<file path="config.mk">
export PLATFORM = sky130hd
export DESIGN_NAME = bm1387_job_dispatcher
export DESIGN_NICKNAME = d
export VERILOG_FILES = /design/src/rtl/bm1387_job_dispatcher.sv
export SDC_FILE = /design/constraint.sdc
export NUM_CORES = 1
export LEC_CHECK = 0
export ABC_AREA = 1
export BUFFER_PORTS_ARGS = -buffer_cell sky130_fd_sc_hd__buf_4
export CAP_MARGIN = 0
export CORE_AREA = 4 4 501 503
export CTS_BUF_LIST = sky130_fd_sc_hd__clkbuf_4
export CTS_CLUSTER_DIAMETER = 80
export DETAILED_ROUTE_END_ITERATION = 7
export DIE_AREA = 0 0 505 507
export PLACE_DENSITY = 0.32
export SYNTH_ARGS = -nofsm -noshare
export SYNTH_HDL_FRONTEND = slang
export SYNTH_SLANG_ARGS = --single-unit
</file>
<file path="constraint.sdc">
create_clock -name clk_100m -period 2.06 [get_ports clk_100m]
set_input_delay 0.206 -clock clk_100m [delete_from_list [all_inputs] [get_ports clk_100m]]
set_output_delay 0.206 -clock clk_100m [all_outputs]
set_load 0.01 [all_outputs]
</file>
<file path="src/rtl/bm1387_job_dispatcher.sv">
// BM1387 job dispatcher: hands host jobs to the ASIC, collects found nonces and keeps statistics.
// Optional RUN-state watchdog is compiled in when BM1387_DISPATCH_WATCHDOG_EN is defined.
module bm1387_job_dispatcher #(
  parameter logic [31:0] TIMEOUT_CYCLES = 32'd1000000,
  parameter int          STAT_WIDTH     = 16
) (
  input  logic                  clk_100m,
  input  logic                  reset,
  input  logic                  job_valid,
  output logic                  job_ready,
  input  logic [255:0]          job_header,
  input  logic [31:0]           job_start_nonce,
  input  logic [31:0]           job_nonce_range,
  input  logic                  host_abort,
  output logic                  result_valid,
  input  logic                  result_ready,
  output logic [31:0]           result_nonce,
  output logic [255:0]          result_hash,
  output logic                  job_done,
  output logic [1:0]            job_done_code,
  output logic [255:0]          asic_job_header,
  output logic [31:0]           asic_start_nonce,
  output logic [31:0]           asic_nonce_range,
  output logic                  asic_mining_enable,
  output logic [7:0]            asic_control_reg,
  input  logic                  asic_hash_valid,
  input  logic                  asic_pipeline_busy,
  input  logic                  asic_thermal_throttle,
  input  logic [31:0]           asic_found_nonce,
  input  logic [255:0]          asic_found_hash,
  input  logic [7:0]            asic_status_reg,
  output logic [STAT_WIDTH-1:0] jobs_completed,
  output logic [STAT_WIDTH-1:0] nonces_found,
  output logic [STAT_WIDTH-1:0] throttle_cycles
);

  typedef enum logic [2:0] {
    S_IDLE   = 3'd0,
    S_START  = 3'd1,
    S_RUN    = 3'd2,
    S_RESULT = 3'd3,
    S_ACK    = 3'd4,
    S_FINISH = 3'd5,
    S_ABORT  = 3'd6
  } state_t;

  state_t      state;
  state_t      state_next;
  logic        timeout_hit;
  logic        job_ready_nxt;
  logic        enable_nxt;
  logic [7:0]  control_nxt;
  logic        result_valid_nxt;
  logic        job_done_nxt;
  logic [1:0]  done_code_nxt;
  logic        job_accept;
  logic        result_capture;
  logic        result_accept;

  function automatic logic [STAT_WIDTH-1:0] sat_inc(input logic [STAT_WIDTH-1:0] value);
    if (&value) begin
      sat_inc = value;
    end else begin
      sat_inc = value + {{(STAT_WIDTH-1){1'b0}}, 1'b1};
    end
  endfunction

`ifdef BM1387_DISPATCH_WATCHDOG_EN
  logic [31:0] wd_count;

  // Watchdog: zero outside RUN, frozen while the ASIC throttles.
  always_ff @(posedge clk_100m) begin
    if (reset) begin
      wd_count <= 32'd0;
    end else if (state != S_RUN) begin
      wd_count <= 32'd0;
    end else if (asic_thermal_throttle) begin
      wd_count <= wd_count;
    end else begin
      wd_count <= wd_count + 32'd1;
    end
  end

  assign timeout_hit = (state == S_RUN) && (wd_count == (TIMEOUT_CYCLES - 32'd1));
`else
  // The limit has no effect without the watchdog.
  logic unused_timeout;
  assign unused_timeout = ^TIMEOUT_CYCLES;
  assign timeout_hit    = 1'b0;
`endif

  assign job_accept     = (state == S_IDLE) && job_valid && job_ready;
  assign result_capture = (state == S_RUN) && (state_next == S_RESULT);
  assign result_accept  = (state == S_RESULT) && (state_next == S_ACK);

  // State register.
  always_ff @(posedge clk_100m) begin
    if (reset) begin
      state <= S_IDLE;
    end else begin
      state <= state_next;
    end
  end

  // Next-state logic; host_abort outranks every ASIC event.
  always_comb begin
    state_next = state;
    case (state)
      S_IDLE: begin
        if (job_valid && job_ready) state_next = S_START;
        else                        state_next = S_IDLE;
      end
      S_START: begin
        if (host_abort)              state_next = S_ABORT;
        else if (asic_pipeline_busy) state_next = S_RUN;
        else                         state_next = S_START;
      end
      S_RUN: begin
        if (host_abort)                      state_next = S_ABORT;
        else if (asic_hash_valid)            state_next = S_RESULT;
        else if (asic_status_reg == 8'h03)   state_next = S_FINISH;
        else if (timeout_hit)                state_next = S_ABORT;
        else                                 state_next = S_RUN;
      end
      S_RESULT: begin
        if (host_abort)                        state_next = S_ABORT;
        else if (result_valid && result_ready) state_next = S_ACK;
        else                                   state_next = S_RESULT;
      end
      S_ACK: begin
        if (host_abort)            state_next = S_ABORT;
        else if (!asic_hash_valid) state_next = S_FINISH;
        else                       state_next = S_ACK;
      end
      S_FINISH: begin
        if (host_abort)               state_next = S_ABORT;
        else if (!asic_pipeline_busy) state_next = S_IDLE;
        else                          state_next = S_FINISH;
      end
      S_ABORT: state_next = S_IDLE;
      default: state_next = S_IDLE;
    endcase
  end

  // Output decode of the state being entered, so every output comes straight from a flop.
  always_comb begin
    job_ready_nxt    = 1'b0;
    enable_nxt       = 1'b0;
    control_nxt      = 8'h00;
    result_valid_nxt = 1'b0;
    job_done_nxt     = 1'b0;
    done_code_nxt    = job_done_code;
    case (state_next)
      S_IDLE: begin
        job_ready_nxt = 1'b1;
        job_done_nxt  = (state == S_FINISH);
      end
      S_START, S_RUN: begin
        enable_nxt  = 1'b1;
        control_nxt = 8'h01;
      end
      S_RESULT: begin
        enable_nxt       = 1'b1;
        control_nxt      = 8'h01;
        result_valid_nxt = 1'b1;
      end
      S_ACK: begin
        enable_nxt  = 1'b1;
        control_nxt = 8'h03;
      end
      S_FINISH: begin
        enable_nxt  = 1'b1;
        control_nxt = 8'h01;
        if (state == S_RUN)      done_code_nxt = 2'b10;
        else if (state == S_ACK) done_code_nxt = 2'b01;
        else                     done_code_nxt = job_done_code;
      end
      S_ABORT: begin
        job_done_nxt  = 1'b1;
        done_code_nxt = 2'b11;
      end
      default: begin
        job_ready_nxt = 1'b0;
      end
    endcase
  end

  // Output, job-field and result registers.
  always_ff @(posedge clk_100m) begin
    if (reset) begin
      job_ready          <= 1'b0;
      asic_mining_enable <= 1'b0;
      asic_control_reg   <= 8'h00;
      result_valid       <= 1'b0;
      job_done           <= 1'b0;
      job_done_code      <= 2'b00;
      asic_job_header    <= 256'd0;
      asic_start_nonce   <= 32'd0;
      asic_nonce_range   <= 32'd0;
      result_nonce       <= 32'd0;
      result_hash        <= 256'd0;
    end else begin
      job_ready          <= job_ready_nxt;
      asic_mining_enable <= enable_nxt;
      asic_control_reg   <= control_nxt;
      result_valid       <= result_valid_nxt;
      job_done           <= job_done_nxt;
      job_done_code      <= done_code_nxt;
      if (job_accept) begin
        asic_job_header  <= job_header;
        asic_start_nonce <= job_start_nonce;
        asic_nonce_range <= job_nonce_range;
      end
      if (result_capture) begin
        result_nonce <= asic_found_nonce;
        result_hash  <= asic_found_hash;
      end
    end
  end

  // Saturating statistics.
  always_ff @(posedge clk_100m) begin
    if (reset) begin
      jobs_completed  <= {STAT_WIDTH{1'b0}};
      nonces_found    <= {STAT_WIDTH{1'b0}};
      throttle_cycles <= {STAT_WIDTH{1'b0}};
    end else begin
      if (job_done_nxt) jobs_completed <= sat_inc(jobs_completed);
      if (result_accept) nonces_found <= sat_inc(nonces_found);
      if (asic_thermal_throttle && (state != S_IDLE)) throttle_cycles <= sat_inc(throttle_cycles);
    end
  end

endmodule

</file>
# Yosys cells after proc, flatten, opt, wreduce, memory -nomap -nowiden
# Index checks and enable logic that the tools add are counted.
[classes]
n_reduce_logical = 20
n_bitwise = 3
muxes = 21
eq_ne = 13
addsub = 3
[op_table]
columns = ["operator", "count"]
rows = [
  ["16-bit by 1-bit adder with 16-bit output, second input constant", 3],
  ["16-bit AND reduction", 3],
  ["3-bit 2-to-1 mux", 8],
  ["3-bit one-hot mux with 6 select lines", 1],
  ["3-bit == test, second input constant", 5],
  ["3-bit by 2-bit == test with 1-bit output, second input constant", 4],
  ["8-bit by 2-bit == test with 1-bit output, second input constant", 1],
  ["2-bit 2-to-1 mux", 4],
  ["2-bit one-hot mux with 2 select lines", 2],
  ["2-bit AND reduction", 4],
  ["1-bit logical AND", 7],
  ["3-bit by 1-bit == test with 1-bit output, second input constant", 2],
  ["3-bit logical NOT", 2],
  ["1-bit 2-to-1 mux", 5],
  ["5-bit OR reduction", 1],
  ["4-bit OR reduction", 1],
  ["3-bit != test, second input constant", 1],
  ["1-bit NOT", 3],
  ["3-bit nonzero test", 1],
  ["1-bit one-hot mux with 2 select lines", 1],
  ["2-bit nonzero test", 1],
]
[totals]
inputBits = 624
out_inout_bits = 670
regBits = 673

# Longest topological paths before layout
[depth]
ltp_word = 8
ltp_mapped = 14

# Worst setup path after synthesis
# Ideal clock, no wire load.
[synth_path]
path_type = "reg2reg"
from = "reg nonces_found[0]"
to = "reg nonces_found[13]"
path_slack_ns = 0.102
path_stages_with_launch = 11
synth_period_minus_slack_ns = 1.958
t_arrival_ns = 1.885
path_buffers = 1
cell_sequence = "dfxtp_1 -> ha_1 -> inv_1 -> nor4_1 -> inv_1 -> nor2_1 -> nand2_1 -> nand3_4 -> clkbuf_1 -> nand2_1 -> a21oi_1"
[synth_between]
elab_chain_len = 3
[synth_lines]
columns = ["element", "line", "rtl"]
rows = [
  ["start: declaration", "33", "output logic [STAT_WIDTH-1:0] nonces_found,"],
  ["start signal: assignment", "225", "nonces_found <= {STAT_WIDTH{1'b0}};"],
  ["start signal: assignment", "229", "if (result_accept) nonces_found <= sat_inc(nonces_found);"],
  ["parallel branches: the longest is 3 deep, another holds 16-bit by 1-bit adder with 16-bit output", "-", ""],
]
# Several ways; the timed one is not identified.
# A chain may end at the register's enable or synchronous reset.

# Final worst setup path
[layout_path]
from = "reg state[0]"
to = "reg result_hash[67]"
[layout_between]
elab_chain_len = 4
[layout_lines]
columns = ["element", "line", "rtl"]
rows = [
  ["start: declaration", "47", "state_t state;"],
  ["start signal: assignment", "101", "state <= state_next;"],
  ["3-bit == test (tied with other cells)", "108", "case (state)"],
  ["3-bit one-hot mux with 6 select lines", "108", ""],
  ["3-bit by 2-bit == test with 1-bit output", "93", "assign result_capture = (state == S_RUN) && (state_next == S_RESULT);"],
  ["1-bit logical AND (*)", "93", ""],
  ["end signal: assignment", "216", "result_hash <= asic_found_hash;"],
  ["end: declaration", "18", "output logic [255:0] result_hash,"],
]
# Every way passes the cells marked *; elsewhere a longest branch is shown, timed or not.

==> results_dict.tcl <==
set metrics [dict create \
    synthesis.area_per_instance_um2 7.99 \
    peakVddDrop_v 0.000481 \
    grt_pass1_wl_um 252000 \
    timing.fmax_mhz 455 \
    pwr_density_cell_nw_per_um2 745 \
    clk_pin_slew_ns 0.06 \
    fp.dieH_um 507 \
    rsz0062_at_grt "yes" \
    final_layout_size_suffix_gt1_share_pct 49.3 \
    finalWeightedCongestion 0.831 \
    netlist_instances 3102 \
    worstSkewPairLatency_ns 1.23 \
    crit_path_start_kind "register" \
    yosysSeqAreaShare_pct 53.9 \
    core-area_um2 246000 \
    status "complete, but fails checks" \
    die-area_um2 256000 \
    die_w_um 505 \
    max-cap-violations 0 \
    wl_per_cell_um 20.2 \
    proportion_of_synthesized_flip_flops_having_asynchronous_set_or_reset_pct 0 \
    finClkSkew_ns 0.128 \
    netlist_top_cells_count "dfxtp_1 (667), inv_1 (660), a21oi_1 (635)" \
    critPathArrivalTime_ns 3.19 \
    cts_htree_levels 4 \
    yosys.cell_types.count 43 \
    portBuffers 1287 \
    synth_warnings 0 \
    total_number_of_clock_tree_sinks 667 \
    post-synth-top-area-fraction_pct 53.9 \
    initial_core_utilization_pct 10.1 \
    final_worst_path_cycle_share_pct 107 \
    synth.cell_area_um2 24800 \
    worst_slew_pin_slew_ns 0.822 \
    post-synth-top-count-cell "dfxtp_1" \
    yosys_most_used_dff "dfxtp_1" \
    finalNetCount 6614 \
    first_pass_drt_iterations 7 \
    detail_route.iter0.violations 1072 \
    p_leak_nw 25.3 \
    wl_um 189000 \
    maximum_number_of_pins_on_one_net_before_global_route_repair 110 \
    detail_route.vias_per_cell 3.50 \
    multiInputGateArea_um2 9580 \
    timing.slew.headroom_pct 45.2 \
    hp-class "in2reg" \
    initial_antenna_violation_count 90 \
    worst-path-max-fanout 7 \
    violations_in_the_final_reports "setup timing" \
    finalWorstPathRequiredPeriod_ns 2.20 \
    n_fill_cell 26700 \
    yosys.area.top_type "dfxtp_1" \
    detail-route-antenna-nets 0 \
    synth-edff-count 0 \
    first_global_vias 33800 \
    io_count 1294 \
    end_kind "register" \
    vias 32800 \
    numPlacedInstances 7552 \
    cp_data_required_time_ns 3.05 \
    globalRouteTotalUtil_pct 13.8 \
    postLayoutCoreUtil_pct 25.4 \
    cts_tree "done" \
    post_route_drc 0 \
    post_layout_nonfiller_instances 9390 \
    cts.root.buffer_cell "clkbuf_4" \
    setup_viol_count_final 195 \
    finalHoldViolCount 0 \
    critical_path_class "reg2reg" \
    timing.final.max_slew_violations 0 \
    syn2layout_area_growth_pct 152 \
    reg.largest.list "asic_job_header (256), result_hash (256)" \
    sequential_cell_area_um2 14300 \
    number_of_synthesized_register_bits 667 \
    cts_made_buffers 216 \
    dp_hpwl_um 139000 \
    post-route-worst-setup-slack_ns -0.138 \
    globalRouteOverflowTotal 0 \
    power.total_w 0.0465 \
    synth_area_leaders "dfxtp_1 (54%), a21oi_1 (13%), inv_1 (10%)" \
    ctsLongestPathBuffers 3 \
    placementRows 182 \
]
[per-layer routing]
layer	track usage [%]	vias up	part of all wire, %
met4	7.07	28	5.1
met5	0	-	0.095
met2	25.4	1276	52
li1	-	15900	-
met3	5.89	399	8.7
met1	12.9	15200	34
[placed cells by master, fill, tap and decap left out, types with 47 or more instances in the layout]
master,instances
buf_8,47
buf_6,636
a21oi_2,101
dlygate4sd3_1,1236
buf_16,47
buf_4,851
o21ai_1,76
nand2_1,80
clkbuf_4,300
a21oi_1,543
inv_1,659
dfxtp_4,63
o21ai_0,309
dfxtp_2,603
o21ai_2,203
nor2_1,50
[final cells by class]
type / instances / area share [%]
Sequential cell: 667 / 23.0
Multi-Input combinational cell: 1557 / 15.4
Clock inverter: 63 / 0.525
Timing Repair Buffer: 2878 / 46.9
Tap cell: 3220 / 6.46
Inverter: 667 / 4.02
Clock buffer: 300 / 3.61
Antenna cell: 38 / 0.152
[worst paths after layout]
path              cells past startpoint              from  slack, ns               end
hold / removal                        9        host_abort       0.30          state[2]
hold reg to reg                       2  result_hash[248]       0.44  result_hash[248]
setup reg to reg                     14          state[0]      -0.14   result_hash[67]
setup / recovery                     14          state[0]      -0.14   result_hash[67]
[cells by family (layout without fill, tap and decap cells)]
family / after synthesis / count (layout) / share of synthesized area (%)
buffers and inverters: 886 / 3908 / 14.2
AO/OA/AOI/OAI: 1281 / 1281 / 26.2
other: 1 / 44 / 0.0151
flip-flops: 667 / 667 / 53.9
AND/OR/NAND/NOR: 242 / 245 / 4.79
XOR/XNOR: 22 / 22 / 0.777
adder cells (fa/ha/maj): 3 / 3 / 0.151
[where the power goes]
part	leakage, nW	switching (W)	internal (W)
registers	5.74	0.00157	0.0153
logic	18.0	0.00756	0.00838
clock network	1.55	0.00699	0.00671
[what timing repair did]
item | 4_1_cts | 5_1_grt
endpoints found under the hold margin | 667 | 0
gates cloned | 42 | 28
hold buffers | 1237 | 0
setup buffers | 104 | 53
resized for setup | 1694 | 366
pin swaps | 21 | 43
setup endpoints to repair | 838 | 884
[critical path, cell delays in order, from the launching register on]
cell and delay (ns):
dfxtp_4 0.37, nor2_4 0.14, nand2_1 0.11, o21ai_1 0.19, clkinv_1 0.10, nand2_1 0.08
a21oi_2 0.06, inv_2 0.07, nand3_4 0.09, buf_16 0.17, buf_12 0.16, buf_12 0.15
buf_12 0.14, o21ai_2 0.12, a21oi_1 0.05
[stage by stage]
step	instance area [µm²]	setup TNS (ns)	worst slack, ns	hold slack, ns
floorplan	24800	0	0.102	0.380
finish	62400	-8.92	-0.138	0.297
CTS	60400	-78.39	-0.237	0.0328
global placement	39000	-181.51	-0.735	0.431
global route	62400	-76.67	-0.246	0.0962
detailed placement	39000	-175.74	-0.750	0.434
Power figures use the tool's default switching activity.
